$ cat src/rtl/sipo_shift_receiver.sv
// Serial-in/parallel-out receiver for the PISO link: assembles WIDTH-bit words
// and presents them on a held register with a valid/acknowledge handshake.
module sipo_shift_receiver #(
  parameter int WIDTH     = 4,
  parameter int MSB_FIRST = 1
) (
  input  logic                     Clock,
  input  logic                     Reset,
  input  logic                     SIn,
  input  logic                     Shift_En,
  input  logic                     Frame_Start,
  input  logic                     Data_Ack,
  input  logic                     Clear_Overrun,
  output logic [WIDTH-1:0]         Data_Out,
  output logic                     Data_Valid,
  output logic                     Overrun,
  output logic [$clog2(WIDTH)-1:0] Bit_Count
);

  localparam int CW = $clog2(WIDTH);

  // RECV: no word pending, FULL: Data_Out holds an unconsumed word
  typedef enum logic {RECV, FULL} state_t;

  state_t           r_state;
  logic [WIDTH-1:0] r_shreg;
  logic [WIDTH-1:0] r_data;
  logic             r_valid;
  logic             r_overrun;
  logic [CW-1:0]    r_cnt;

  logic [WIDTH-1:0] w_shifted;
  logic [WIDTH-1:0] w_first;
  logic             w_last;
  logic             w_done;
  logic             w_consume;

  always_comb begin
    if (MSB_FIRST != 0) begin
      w_shifted = {r_shreg[WIDTH-2:0], SIn};
      w_first   = {{(WIDTH-1){1'b0}}, SIn};
    end else begin
      w_shifted = {SIn, r_shreg[WIDTH-1:1]};
      w_first   = {SIn, {(WIDTH-1){1'b0}}};
    end
  end

  // Frame_Start restarts the word, so it can never be the completing bit
  assign w_last    = (r_cnt == CW'(WIDTH-1));
  assign w_done    = Shift_En && !Frame_Start && w_last;
  assign w_consume = r_valid && Data_Ack;

  always_ff @(posedge Clock) begin
    if (Reset) begin
      r_state   <= RECV;
      r_shreg   <= '0;
      r_data    <= '0;
      r_valid   <= 1'b0;
      r_overrun <= 1'b0;
      r_cnt     <= '0;
    end else begin
      if (Frame_Start) begin
        r_shreg <= Shift_En ? w_first : '0;
        r_cnt   <= Shift_En ? CW'(1) : '0;
      end else if (Shift_En) begin
        r_shreg <= w_shifted;
        r_cnt   <= w_last ? '0 : r_cnt + CW'(1);
      end

      case (r_state)
        RECV: begin
          if (w_done) begin
            r_data  <= w_shifted;
            r_valid <= 1'b1;
            r_state <= FULL;
          end
        end
        FULL: begin
          if (w_done && w_consume) begin
            r_data <= w_shifted;
          end else if (w_consume) begin
            r_valid <= 1'b0;
            r_state <= RECV;
          end
        end
        default: r_state <= RECV;
      endcase

      // a dropped word outranks a clear in the same cycle
      if (w_done && r_valid && !Data_Ack) begin
        r_overrun <= 1'b1;
      end else if (Clear_Overrun) begin
        r_overrun <= 1'b0;
      end
    end
  end

  assign Data_Out   = r_data;
  assign Data_Valid = r_valid;
  assign Overrun    = r_overrun;
  assign Bit_Count  = r_cnt;

endmodule

$ cat config.mk
export PLATFORM = sky130hd
export DESIGN_NAME = sipo_shift_receiver
export DESIGN_NICKNAME = d
export VERILOG_FILES = /design/src/rtl/sipo_shift_receiver.sv
export SDC_FILE = /design/constraint.sdc
export NUM_CORES = 1
export LEC_CHECK = 0
export BUFFER_PORTS_ARGS = -buffer_cell sky130_fd_sc_hd__buf_2
export CORE_AREA = 2 2 39 41
export DETAILED_ROUTE_END_ITERATION = 16
export DIE_AREA = 0 0 41 43
export RECOVER_POWER = 100
export SYNTH_ARGS = -nofsm -noshare
export SYNTH_HDL_FRONTEND = slang
export SYNTH_SLANG_ARGS = --single-unit
$ cat constraint.sdc
create_clock -name Clock -period 1.6 [get_ports Clock]
set_input_delay 0.08 -clock Clock [delete_from_list [all_inputs] [get_ports Clock]]
set_output_delay 0.08 -clock Clock [all_outputs]
set_load 0.05 [all_outputs]
==> results.md <==
Run status:
- The flow ran to the end, and the final reports show no timing, DRC or antenna violations.

Power and ir drop:
- The worst-case IR drop observed on VDD is 0.000374 V.
- Summed over all cells, the static leakage comes to between 0.2 and 0.25 nW.
- Dividing total power by cell area gives a power density of 892 nW/um^2.

Synthesis:
- Summing every instance area after synthesis gives 517 sq um.
- The mean instance size in the synthesized netlist is 10.3 sq um.
- After synthesis, the largest family of logic cells by area is simple AND/OR/NAND/NOR gates.
- The XOR/XNOR share of the synthesized area is 1.69%.
- The synthesized design spends more area on one cell type than any other, namely dfxtp_1.
- The share of synthesized cell area in full adder, half adder and majority cells is 2.42%.
- For this run, the number of Yosys warnings is 0.
- The post-synthesis mux area share is a little over an eighth.
- The count of distinct cell types in the synthesized netlist is 18.
- The synthesized flop and latch total is 12.
- The synthesized netlist devotes 7.26% of its cell area to compound gates.
- In the post-synthesis netlist, the biggest area contributors are dfxtp_1 (46%), mux2i_1 (14%), nand2b_1 (11%).
- The net count after synthesis is between 50 and 60.
- Of the total synthesized cell area, the portion taken by AND, OR, NAND and NOR gates is between 20% and 30%.
- The share of the Yosys chip area taken by registers is 46.5%.
- Summed over its instances, the top area cell type makes up 46.5% of the synthesized netlist area.
- The instance count of the mapped netlist is 50.

Min path:
- The type of the tightest min-delay check is input port to register.

Detailed routing:
- After detailed routing, the total wire length is 840 um.
- Summing over every cut layer, the via total after detailed routing is slightly below 400.
- The detailed router finished its first iteration with 4 violations.
- The post-route antenna net violation count is 0.
- The number of remaining DRC errors is 0.
- In the final routed layout, each cell accounts on average for 10.4 um.
- The total iterations of the first detailed-routing run is 6.
- The detailed-route vias per instance is 4.91.

Global route:
- The first global-routing pass estimated about 1300 um of wire.
- The initial antenna violation count is 0.
- The largest net degree at the start of global routing is 17.
- The all-layer global routing usage is 11.1%.
- Global routing finished with a remaining overflow of 0.
- The number of global-route vias before repair came to 335.

Floorplanning:
- In this run the standard cell core region covers 1380 sq um.
- The floorplan step defined a die boundary enclosing around 1800 sq um.
- The die is 43 um tall.
- In this run the count of I/O pins placed on the die edge is 15.
- Once the floorplan was initialized, standard cells occupied 37.3% of the core.
- From left edge to right edge, the die measures 41 um.
- The number of standard-cell rows in the floorplan is 14.

Timing:
- The accumulated negative setup slack is 0 ns.
- The final clock period utilization by the worst path is 79.8%.
- Setup repair after global routing left no endpoint under its margin.
- The maximum clock skew at final layout is 0.00263 ns.
- The final max-slew violation count is 0.
- Setup violations remaining at the end of the flow were counted as 0.
- The routed design could run at a clock period as short as 1.28 ns.
- The hold violation count in the final report is 0.
- The slew at the pin closest to its max-slew limit is 0.594 ns.
- The fmax is 783 MHz.
- The relative max-transition margin is between 60% and 70%.

Cells and area:
- The area of all placed cells without fillers is 592 sq um.
- The number of antenna diodes in the final layout is 0.
- The core occupancy in the finished layout is a little over two fifths.
- The share of post-route cells with drive strength above 1 is between 10% and 20%.
- Compared with the post-synthesis result, the final layout area differs by 14.5%.
- At the end of the flow, the number of nets in the layout was 75.

Critical path:
- At the worst endpoint, the arrival time is 1.47 ns.
- The critical path launch point type is a register.
- STA puts the critical path data required time at 1.79 ns.
- In this run the critical register-to-register path is launched from Bit_Count[0].
- The critical path starts at Bit_Count[0].
- The most critical setup path has its endpoint at Overrun.
- Measured in cells, the most critical reg-to-reg path has a length of 4.
- The worst setup path is captured at a register.
- The slack of the worst reg-to-reg path is 0.32 ns.
- The capture instance of the worst register-to-register path is Overrun.
- The maximum fanout encountered on the critical timing path is 5.
- The startpoint-to-endpoint class of the critical path is register to register.

Placement:
- In this run the cell area measured after placement is slightly below 600 sq um.
- At the end of routability-driven placement, the weighted congestion stood at about 0.62.
- The quantity of I/O buffers inserted on ports is 14.
- The post-DP HPWL is approximately 640 um.

CTS:
- The clock edge transition at the registers on the reported setup and hold paths is 0.07 ns.
- The number of buffers added to fix hold violations after cts is 0.
- The H-tree depth is 1.
- The number of sinks driven by the clock tree is 12.
- The number of clock buffers added by TritonCTS is 3.
- The number of setup buffers added after CTS is 0.
- The clock latency on the worst-skew pair is 0.26 ns.
- The quantity of gates resized following cts is 0.
- Clock tree synthesis selected as its root buffer the cell clkbuf_4.
- TritonCTS built the clock tree.
- In this run the deepest clock path goes through 2 buffers.

Job:
- The max-capacitance violation count is 0.
-- critical path, cell delays in order (launching register included) --
cell and delay (ns):
dfxtp_1 0.36, ha_1 0.16, nand3b_1 0.17, or3b_1 0.39, a21oi_1 0.13
-- cell usage after synthesis (all sizes together) --
cell and count:
nor3b 1, dfxtp 12, or3b 1, nand3b 1
mux2i 7, clkbuf 1, a21oi 4, nand2b 9
o21a 1, xnor2 1, a31oi 1, nor2b 1
nand2 2, nor2 3, nor3 3, buf 1
ha 1
-- flip-flops by register name, summed over array words and instances, names as in the netlist --
signal / count
Data_Out: 4
Data_Valid: 1
r_state: 1
Bit_Count: 2
Overrun: 1
r_shreg: 3
-- final cells by class --
class / count / area [sq um]
fill: 155 / 792
clock buffer: 3 / 22.5
sequential: 12 / 240
timing repair buffer: 14 / 60.1
multi-input combinational: 36 / 249
tap: 16 / 20.0
-- per-layer routing --
layer / vias to the layer above / GRT usage [%] / wire length (um)
met5: - / 0 / 0
met4: 0 / 6.00 / 0
met3: 0 / 3.14 / 49
met2: 8 / 15.9 / 392
met1: 190 / 14.6 / 397
li1: 200 / - / -
-- power breakdown --
part / internal (W) / switching (W)
clock: 0.0000866 / 0.0000877
combinational: 0.0000188 / 0.0000282
sequential: 0.000303 / 0.00000355
total: 0.000408 / 0.000119
-- logic make-up (layout without fill, tap and decap cells) --
| group | Yosys count | after routing |
|---|---|---|
| xor gates and xnor gates | 1 | 1 |
| buffers and inverters | 2 | 17 |
| AOI/OAI and AO/OA | 6 | 6 |
| adders and majority gates | 1 | 1 |
| and+or+nand+nor | 21 | 21 |
| muxes | 7 | 7 |
| DFF | 12 | 12 |
-- placed cells by master (no fill, tap or decap) --
cell      netlist  layout
dfxtp_1        12      12
clkbuf_1        1       8
clkbuf_4        0       3
o21a_1          1       1
nand2b_1        9       9
nor3_1          3       3
or3b_1          1       1
nor2b_1         1       1
nand3b_1        0       1
buf_2           0       6
ha_1            1       1
nor2_1          3       3
mux2i_1         7       7
a31oi_1         1       1
xnor2_1         1       1
nor3b_1         1       1
a21oi_1         3       3
nand2_1         2       2
a21oi_2         1       1
-- worst min-delay path by stage --
stage,startpoint,endpoint,slack (ns),depth (start not counted)
finish,Frame_Start,r_shreg[2],0.06,2
global route,Frame_Start,Bit_Count[1],0.06,2
CTS,Frame_Start,Bit_Count[1],0.06,2
detailed placement,SIn,r_shreg[0],0.34,3
global placement,SIn,r_shreg[0],0.33,3
floorplan,Frame_Start,Bit_Count[1],0.16,1
-- stage by stage --
stage               hold WS (ns)  cells  worst slack (ns)  power [W]
CTS                       0.0618     81             0.353   0.000540
global placement           0.328     78             0.416   0.000363
finish                    0.0594     81             0.323   0.000528
floorplan                  0.159     50            0.0495   0.000349
global route              0.0566     81             0.206   0.000557
detailed placement         0.337     78             0.374   0.000364
Note: power is estimated with default switching activity, not from simulation.
